### src/rtl/countdown_ctrl_pkg.sv
// Shared definitions for the countdown controller: default slice width and FSM state encoding.
package countdown_ctrl_pkg;

  localparam int CD_WIDTH = 4;

  typedef enum logic [1:0] {
    S_IDLE  = 2'd0,
    S_COUNT = 2'd1
  } state_e;

endpackage

### src/rtl/countdown_ctrl_dec_slice.sv
// Combinational ripple-borrow subtractor, diff_o = a_i - b_i - bin_i, built from full subtractors.
// Zero latency. No handshake: the output follows the inputs.
module dec_slice #(
  parameter int WIDTH = 4
) (
  input  logic [WIDTH-1:0] a_i,
  input  logic [WIDTH-1:0] b_i,
  input  logic             bin_i,
  output logic [WIDTH-1:0] diff_o
);

  logic [WIDTH-1:0] borrow;

  assign borrow[0] = bin_i;

  for (genvar i = 0; i < WIDTH; i++) begin : g_fs
    logic axb;
    assign axb       = a_i[i] ^ b_i[i];
    assign diff_o[i] = axb ^ borrow[i];
    // The borrow out of the top bit is never built: zero is never decremented.
    if (i < WIDTH - 1) begin : g_bo
      assign borrow[i+1] = (~a_i[i] & b_i[i]) | (~axb & borrow[i]);
    end
  end

endmodule

### src/rtl/countdown_ctrl.sv
// Countdown sequencer: load, decrement per qualified tick, terminal-count pulse, optional reload.
// Latency: 1 cycle from start/terminal tick to busy/done. No backpressure; pause freezes the count.
module countdown_ctrl
  import countdown_ctrl_pkg::*;
#(
  parameter int WIDTH = CD_WIDTH
) (
  input  logic             clk,
  input  logic             rst_n,
  input  logic             start,
  input  logic [WIDTH-1:0] load_val,
  input  logic             auto_reload,
  input  logic             tick_en,
  input  logic             pause,
  input  logic             abort,
  output logic             busy,
  output logic             done,
  output logic             ovr,
  output logic [WIDTH-1:0] count
);

  state_e           state_q;
  logic [WIDTH-1:0] count_q;
  logic [WIDTH-1:0] reload_q;
  logic             auto_q;
  logic             busy_q;
  logic             done_q;
  logic             ovr_q;
  logic [WIDTH-1:0] count_dec;
  logic             tick_ok;
  logic             at_last;

  dec_slice #(
    .WIDTH (WIDTH)
  ) u_dec (
    .a_i    (count_q),
    .b_i    ({WIDTH{1'b0}}),
    .bin_i  (1'b1),
    .diff_o (count_dec)
  );

  assign tick_ok = tick_en & ~pause;
  assign at_last = (count_q == WIDTH'(1));

  always_ff @(posedge clk or negedge rst_n) begin
    if (!rst_n) begin
      state_q  <= S_IDLE;
      count_q  <= '0;
      reload_q <= '0;
      auto_q   <= 1'b0;
      busy_q   <= 1'b0;
      done_q   <= 1'b0;
      ovr_q    <= 1'b0;
    end else begin
      done_q <= 1'b0;
      if (abort) begin
        // Abort beats a coincident terminal tick, so done stays low.
        state_q <= S_IDLE;
        count_q <= '0;
        busy_q  <= 1'b0;
        ovr_q   <= 1'b0;
      end else begin
        case (state_q)
          S_IDLE: begin
            if (start) begin
              if (load_val != '0) begin
                state_q  <= S_COUNT;
                count_q  <= load_val;
                reload_q <= load_val;
                auto_q   <= auto_reload;
                busy_q   <= 1'b1;
              end else begin
                done_q  <= 1'b1;
                count_q <= '0;
              end
            end
          end
          S_COUNT: begin
            if (start) begin
              ovr_q <= 1'b1;
            end
            // count_q is never zero in COUNT, so !at_last means count_q > 1.
            if (tick_ok) begin
              if (!at_last) begin
                count_q <= count_dec;
              end else begin
                done_q <= 1'b1;
                if (auto_q) begin
                  count_q <= reload_q;
                end else begin
                  count_q <= '0;
                  state_q <= S_IDLE;
                  busy_q  <= 1'b0;
                end
              end
            end
          end
          default: begin
            state_q <= S_IDLE;
            count_q <= '0;
            busy_q  <= 1'b0;
          end
        endcase
      end
    end
  end

  assign busy  = busy_q;
  assign done  = done_q;
  assign ovr   = ovr_q;
  assign count = count_q;

endmodule
### config.mk
export PLATFORM = sky130hd
export DESIGN_NAME = countdown_ctrl
export DESIGN_NICKNAME = d
export VERILOG_FILES = /design/src/rtl/countdown_ctrl_pkg.sv /design/src/rtl/countdown_ctrl_dec_slice.sv /design/src/rtl/countdown_ctrl.sv
export SDC_FILE = /design/constraint.sdc
export NUM_CORES = 1
export LEC_CHECK = 0
export ABC_AREA = 1
export BUFFER_PORTS_ARGS = -buffer_cell sky130_fd_sc_hd__buf_2
export CORE_MARGIN = 1.5
export CORE_UTILIZATION = 53
export CTS_BUF_LIST = sky130_fd_sc_hd__clkbuf_16
export CTS_CLUSTER_DIAMETER = 80
export DETAILED_ROUTE_END_ITERATION = 8
export PLACE_DENSITY = 0.77
export REMOVE_ABC_BUFFERS = 1
export SYNTH_ARGS = -nofsm -noshare
export SYNTH_HDL_FRONTEND = slang
export SYNTH_HIERARCHICAL = 1
export SYNTH_SLANG_ARGS = --single-unit
### constraint.sdc
create_clock -name clk -period 2.1 [get_ports clk]
set_clock_uncertainty 0.1 [all_clocks]
set_input_delay 0.105 -clock clk [delete_from_list [all_inputs] [get_ports clk]]
set_output_delay 0.105 -clock clk [all_outputs]
set_load 0.02 [all_outputs]
### Yosys cells after proc, flatten, opt, wreduce, memory -nomap -nowiden

Index checks and enable logic that the tools add are counted.

* multiplexer cells: 30
* eq/ne operators: 7
* bitwise operators: 11
* reduce and logical (&&, ||, !) cells: 8

Operator list (count)
* $mux W4: 6
* $ne A3 B3 Y1 const B: 5
* $mux W1: 14
* $mux W2: 6
* $pmux W4 S2: 1
* $not A1 Y1: 5
* $reduce_and A5 Y1: 1
* $eq A4 B1 Y1 const B: 1
* $pmux W1 S2: 2
* $pmux W2 S2: 1
* $reduce_and A2 Y1: 2
* $reduce_and A4 Y1: 1
* $reduce_bool A2 Y1: 2
* $reduce_bool A4 Y1: 1
* $and A1 B1 Y1: 3
* $xor A1 B1 Y1: 3
* $eq A2 B1 Y1 const B: 1
* $logic_not A2 Y1: 1

* output and inout port bits: 7
* bits in registers: 14

### Depth between registers and ports, before layout

Gate-level depths: netlist of run 1.

* depth in word-level cells: 8
* mapped depth: 12

### By module

Netlist of run 1, hierarchy kept.

By module, submodules not included
* countdown_ctrl: cells each 91, instances 1, area each 763.2 µm²
* dec_slice: cells each 19, instances 1, area each 123.9 µm²

### Worst setup path before layout of run 1

Ideal clock, no wire load.

* kind: reg-to-reg
* start point: reg count_q[0] (netlist: count[0])
* end point: reg count_q[2] (netlist: count[2])
* path buffers: 0
* stages on the path, launching flop included: 10
* clock period less this slack: 2.028 ns
* setup slack: 0.072 ns
* arrival: 1.812 ns
* cell sequence: dfrtp_1 -> fa_1 -> inv_1 -> fa_1 -> fa_1 -> inv_1 -> nand2_1 -> nand3_1 -> nand2_1 -> nand2_1

* cells in the longest elaborated chain, start to end: 7
* elaborated cells on any way between the ends: 8
* those cells by class: 1 x eq/ne; 4 x mux; 3 x bitwise

Ends and longest elaborated chain
* start, declared: RTL line countdown_ctrl.sv:23 `logic [WIDTH-1:0] count_q;`
* start signal, assigned: RTL line countdown_ctrl.sv:68 `count_q <= load_val;`
* start signal, assigned: RTL line countdown_ctrl.sv:85 `count_q <= count_dec;`
* start signal, assigned: RTL line countdown_ctrl.sv:89 `count_q <= reload_q;`
* $not A1 Y1 (no source line)
* $and A1 B1 Y1: RTL line countdown_ctrl_dec_slice.sv:22 `assign borrow[i+1] = (~a_i[i] & b_i[i]) | (~axb & borrow[i]);`
* $xor A1 B1 Y1: RTL line countdown_ctrl_dec_slice.sv:19 `assign diff_o[i] = axb ^ borrow[i];`
* net count_dec[2]: RTL line countdown_ctrl.sv:29 `logic [WIDTH-1:0] count_dec;`
* $mux W4: RTL line countdown_ctrl.sv:84 `if (!at_last) begin`
* $mux W4: RTL line countdown_ctrl.sv:83 `if (tick_ok) begin`
* $pmux W4 S2: RTL line countdown_ctrl.sv:63 `case (state_q)`
* $mux W4: RTL line countdown_ctrl.sv:56 `if (abort) begin`

The timed path passes the listed nets, and every way through them passes these cells. The select of a mux whose other input is x is not followed.
A chain may end at the register's enable or synchronous reset.

### Worst setup path in the final report of run 1

Ends and elaborated chain as after synthesis.

==> impl_metrics.py, run 1 <==
metrics = {
    "final_layout": {
        "drive_gt1_frac": 0.356,
        "fin_nets": 150,
        "num_antenna_cells": 0,
        "final_common_cell": "nand2_1",
        "final_cell_mix": "26 x nand2_1, 19 x inv_1, 17 x buf_2, 12 x dfrtp_1, 11 x nand3_1",
        "area_delta_synth_final_pct": 23.1,
    },
    "worst_setup_path": {
        "worstPathMaxFanout": 4,
        "cp.depth": 9,
        "reg2reg_depth": 9,
        "critPathTopFamily": "adder cells",
        "start_kind": "register",
        "cp_data_required_time_ps": 2130,
        "cp_data_arrival_time_ps": 2050,
        "critPathBufInv": 2,
        "cp_slowest_stage_delay_ps": 520,
        "path_cells": "fa_2 > inv_2 > fa_2 > fa_2 > inv_1 > nand2_1 > nand3_1 > nand2_1 > nand2_1",
        "slowest_stage": "fa_2",
        "crit_type": "reg2reg",
        "endpoint_kind": "register",
    },
    "yosys": {
        "ys_seq_elements": 12,
        "yosysUniqueCellTypes": 23,
        "synth_compound_area_frac": 0.106,
        "yosys.area_share.simple": 0.358,
        "yosys_warnings": 6,
        "synth.cell_area_sq_um": 887,
        "ys_seq_area_frac": 0.339,
        "synth_mux_area_frac": 0,
        "synth-xor-area-share": 0,
        "avgSynthCellArea_sq_um": 8.06,
        "postSynthCellCount": 110,
        "synthAdderAreaFrac": 0.0677,
        "synth_top_family_by_area": "simple AND/OR/NAND/NOR gates",
    },
    "routing": {
        "drt_iter0_drc": 20,
        "wirelength_um": 1820,
        "first_pass_iters": 4,
        "antenna_left": 0,
        "wl_per_cell_um": 12.1,
        "vias": 775,
        "drc": 0,
        "vias_per_cell": 5.13,
    },
    "sta": {
        "fin_ws_ps": 83.9,
        "fmax_ghz": 0.496,
        "fin_tns_setup_ps": 0,
        "setup_viol": 0,
        "min_period_over_period": 0.960,
        "hold_violations": 0,
        "report.final.slew_viol_count": 0,
        "rsz0062_at_grt": "no",
        "post-route-min-period_ps": 2020,
    },
    "clocking": {
        "cts_buffers": 3,
        "cts_tree": "done",
        "cts_setup_buffers": 0,
        "cts_buffer_depth": 2,
        "root_buffer": "clkbuf_16",
        "cts.clk_slew.worst_paths_ps": 40,
        "htree_levels": 1,
        "cts_num_sinks": 12,
        "clk_latency_ps": 240,
    },
    "grt": {
        "grt_overflow": 0,
        "grt_pass1_vias": 763,
        "grt_max_degree": 13,
        "busiest_layer": "met2",
        "grt_pass1_wl_um": 3220,
        "antenna_found_initial": 0,
        "use_met1": 0.279,
        "grt_use_met2": 0.394,
        "track_usage": 0.233,
        "gr-usage-met3": 0.0625,
    },
    "flow_run": {
        "maxCapViolCount": 0,
    },
    "placed_design": {
        "routabilityCongestion": 0.864,
        "preCtsSetupSlack_ps": 52.3,
        "hpwl_um": 1430,
        "port_buffers": 17,
    },
    "floorplan": {
        "ios": 18,
        "num_rows": 14,
        "die_height_um": 43.9,
        "die_area_sq_um": 1930,
        "start_util": 0.575,
        "die_w_um": 43.9,
        "core-area_sq_um": 1540,
    },
    "power": {
        "peakVddDrop_mv": 0.713,
        "p_leak_uw": 0.000611,
        "p_per_area_nw_per_um2": 1070,
    },
    "worst_hold_path": {
        "hold_path_class": "in2reg",
        "whs_path_depth": 3,
    },
    "status": {
        "outcome": "finished clean",
    },
}
==> metrics by stage <==
stage / hold slack [ps] / util / power, uW / instance area [sq um] / cells
after floorplan: -291 / - / 695 / 891 / 113
after global placement: -99.9 / 0.646 / 795 / 996 / 146
after detailed placement: -104 / 0.646 / 812 / 996 / 146
after CTS: 30.2 / 0.704 / 1170 / 1080 / 151
after global routing: 39.4 / 0.709 / 1250 / 1090 / 151
final: 30.1 / 0.709 / 1160 / 1090 / 151
==> where the power goes <==
part	internal [uW]	switching, uW
logic	166	266
clock network	250	96.1
registers	298	88.0
total	715	450
==> what timing repair did <==
item,in CTS,in global routing
hold buffers,1,0
resized for setup,0,4
endpoints found under the hold margin,12,0
setup endpoints to repair,0,2
==> cells in the mapped netlist <==
cell type	instances	area [sq um]
inv_2	1	3.75
o21ai_2	6	52.6
nor2_2	2	12.5
nor2_1	5	18.8
nand2_2	7	43.8
nand3_4	1	17.5
conb_1	2	7.51
a21oi_1	4	20.0
nand3_1	11	55.1
nand2_8	1	20.0
inv_8	1	11.3
nand4_4	1	21.3
fa_1	3	60.1
a22o_2	1	10.0
nand2_1	26	97.6
dfrtp_1	12	300
o21ai_0	1	5.00
inv_4	1	6.26
buf_6	1	11.3
o22ai_1	1	6.26
nand2_4	1	11.3
nor2_8	1	20.0
inv_1	20	75.1
==> path summary, 6_finish.rpt <==
kind | start | to | slack (ps)
min in group asynchronous | rst_n | reload_q[0] | 170
worst min-delay path | auto_reload | auto_q | 30
worst min register to register | reload_q[0] | reload_q[0] | 390
worst max-delay path | count[0] | count[2] | 80
max in group asynchronous | rst_n | count[0] | 1520
worst max register to register | count[0] | count[2] | 80
==> worst min-delay path, cell delays in order <==
cell	delay [ps]
buf_2	80
nand3_1	80
nand2_2	70
==> final cells by class <==
class                   count  area (sq um)
repair buffers             18          95.1
flip-flops and latches     12           300
fillers                   138           449
multi-input cells          78           502
clock buffers               3          75.1
well taps                  16          20.0
inverters                  23          96.3
clock inverters             1          3.75
==> per-layer routing <==
layer  wire [um]  vias up
met2         933       32
met1         740      355
met4          44        0
met3         105        6
met5           0        -
li1            -      382
==> state kept, by name (all words and copies together) (netlist names) <==
name      flops
ovr           1
busy          1
count         4
reload_q      4
auto_q        1
done          1
==> kinds of logic after synthesis <==
| group | Yosys count |
|---|---|
| fa+ha+maj | 3 |
| flops | 12 |
| other cells | 2 |
| compound gates | 13 |
| simple gates | 56 |
| buf+inv | 24 |
(Power assumes the default switching activity.)
==> run 2, diff against run 1 <==
- CORE_UTILIZATION: 53 -> 37
- PLACE_DENSITY: 0.77 -> 0.58
- TNS_END_PERCENT: not set -> 20
==> impl_metrics.py, run 2 (synthesized netlist as in run 1, its figures left out) <==
metrics = {
    "floorplan": {
        "ios": 18,
        "start_util": 0.397,
        "die_w_um": 52.0,
        "die_height_um": 52.0,
        "core-area_sq_um": 2230,
        "num_rows": 17,
        "die_area_sq_um": 2700,
    },
    "clocking": {
        "htree_levels": 1,
        "cts_buffer_depth": 2,
        "clk_latency_ps": 240,
        "cts.clk_slew.worst_paths_ps": 40,
        "root_buffer": "clkbuf_16",
        "cts_num_sinks": 12,
        "cts_tree": "done",
        "cts_buffers": 3,
    },
    "grt": {
        "grt_pass1_vias": 713,
        "grt_max_degree": 13,
        "track_usage": 0.157,
        "antenna_found_initial": 0,
        "grt_pass1_wl_um": 3090,
        "grt_overflow": 0,
    },
    "routing": {
        "vias": 742,
        "wl_per_cell_um": 10.6,
        "first_pass_iters": 4,
        "drt_iter0_drc": 18,
        "drc": 0,
        "vias_per_cell": 4.52,
        "antenna_left": 0,
        "wirelength_um": 1740,
    },
    "power": {
        "p_leak_uw": 0.000617,
        "switching_share": 0.381,
        "p_per_area_nw_per_um2": 1050,
        "pwr-share-comb": 0.369,
        "p_int_uw": 721,
        "p_sw_uw": 444,
        "peakVddDrop_mv": 0.732,
        "clockPowerShare": 0.303,
        "seq_power_share": 0.328,
    },
    "sta": {
        "min_period_over_period": 0.953,
        "fin_ws_ps": 99.0,
        "rsz0062_at_grt": "no",
        "fin_tns_setup_ps": 0,
        "report.final.slew_viol_count": 0,
        "post-route-min-period_ps": 2000,
        "hold_violations": 0,
        "setup_viol": 0,
        "fmax_ghz": 0.500,
    },
    "worst_setup_path": {
        "path_cells": "fa_2 > inv_1 > fa_2 > fa_1 > inv_1 > nand2_1 > nand3_1 > nand2_1 > nand2_1",
        "critPathLaunch": "count[0]",
        "endpoint_kind": "register",
        "crit_path_end": "count[2]",
        "rr_startpoint": "count[0]",
        "worstPathMaxFanout": 3,
        "reg2reg_depth": 9,
        "cp_data_required_time_ps": 2130,
        "start_kind": "register",
        "path_common_cell": "nand2_1",
        "cp_slowest_stage_delay_ps": 510,
        "cp_data_arrival_time_ps": 2030,
        "slowest_stage": "fa_1",
        "crit_type": "reg2reg",
        "timing.rr.end": "count[2]",
        "r2r_slack_ps": 100,
    },
    "placed_design": {
        "preCtsSetupSlack_ps": 65.6,
        "hpwl_um": 1380,
        "port_buffers": 17,
        "routabilityCongestion": 0.811,
        "dp.cells": 158,
    },
    "status": {
        "outcome": "finished clean",
    },
    "flow_run": {
        "maxCapViolCount": 0,
    },
    "worst_hold_path": {
        "hold_path_class": "in2reg",
    },
    "final_layout": {
        "drive_gt1_frac": 0.346,
        "final_cell_mix": "26 x nand2_1, 20 x inv_1, 17 x buf_2, 12 x dfrtp_1, 11 x nand3_1",
        "final_cells": 164,
        "num_antenna_cells": 0,
        "finish.utilization": 0.498,
        "area_delta_synth_final_pct": 25.4,
        "fin_nets": 151,
        "final_common_cell": "nand2_1",
    },
}
run 2: cell types whose count changed in the layout (fill, tap and decap cells not counted):
cell	delta
inv_2	-1
fa_2	-1
fa_1	+1
inv_1	+1
buf_4	+1
run 2: area by class of cell:
| type | instances | area, sq um |
|---|---|---|
| fillers | 234 | 1120 |
| multi-input cells | 78 | 499 |
| flip-flops and latches | 12 | 300 |
| repair buffers | 19 | 103 |
| inverters | 23 | 96.3 |
| clock buffers | 3 | 75.1 |
| well taps | 28 | 35.0 |
| clock inverters | 1 | 3.75 |
run 2: through the flow:
step / cell area [sq um] / hold slack (ps) / total power (uW)
CTS: 1100 / 15.1 / 1180
global route: 1110 / 54.1 / 1260
global placement: 1010 / -89.9 / 803
detailed placement: 1010 / -88.0 / 808
floorplan: 891 / -291 / 695
finish: 1110 / 20.4 / 1160
run 2: worst min-delay path by stage:
stage / from / endpoint / cells after the start
6_report: auto_reload / auto_q / 3
5_1_grt: pause / busy / 3
2_1_floorplan: rst_n / auto_q / 0
4_1_cts: auto_reload / auto_q / 3
3_5_place_dp: rst_n / auto_q / 1
3_3_place_gp: rst_n / auto_q / 1
run 2: repair_timing:
| item | 4_1_cts | 5_1_grt |
|---|---|---|
| hold buffers | 1 | 0 |
| hold endpoints to repair | 12 | 0 |
| endpoints found under the setup margin | 0 | 2 |
| gates resized for setup | 0 | 2 |
| buffers inserted | 0 | 1 |
run 2: critical path: cells and delay by family (launching register included):
kind / cells / cell delay (ps)
simple gates: 4 / 250
buf+inv: 2 / 90
fa+ha+maj: 3 / 1060
flops: 1 / 390
run 2: power groups by stage:
stage / clock [uW] / sequential, uW / combinational [uW]
3_5_place_dp: 0 / 387 / 421
3_3_place_gp: 0 / 386 / 417
5_1_grt: 378 / 392 / 488
2_1_floorplan: 0 / 409 / 285
6_report: 353 / 382 / 430
4_1_cts: 367 / 384 / 426
run 2: metal layers:
metal  routed length [um]  global-route usage  part of all wire
met5                    0                   0                 0
met4                   29              0.0921             0.017
met3                   48              0.0259             0.028
met2                  832               0.245              0.48
met1                  824               0.204              0.47
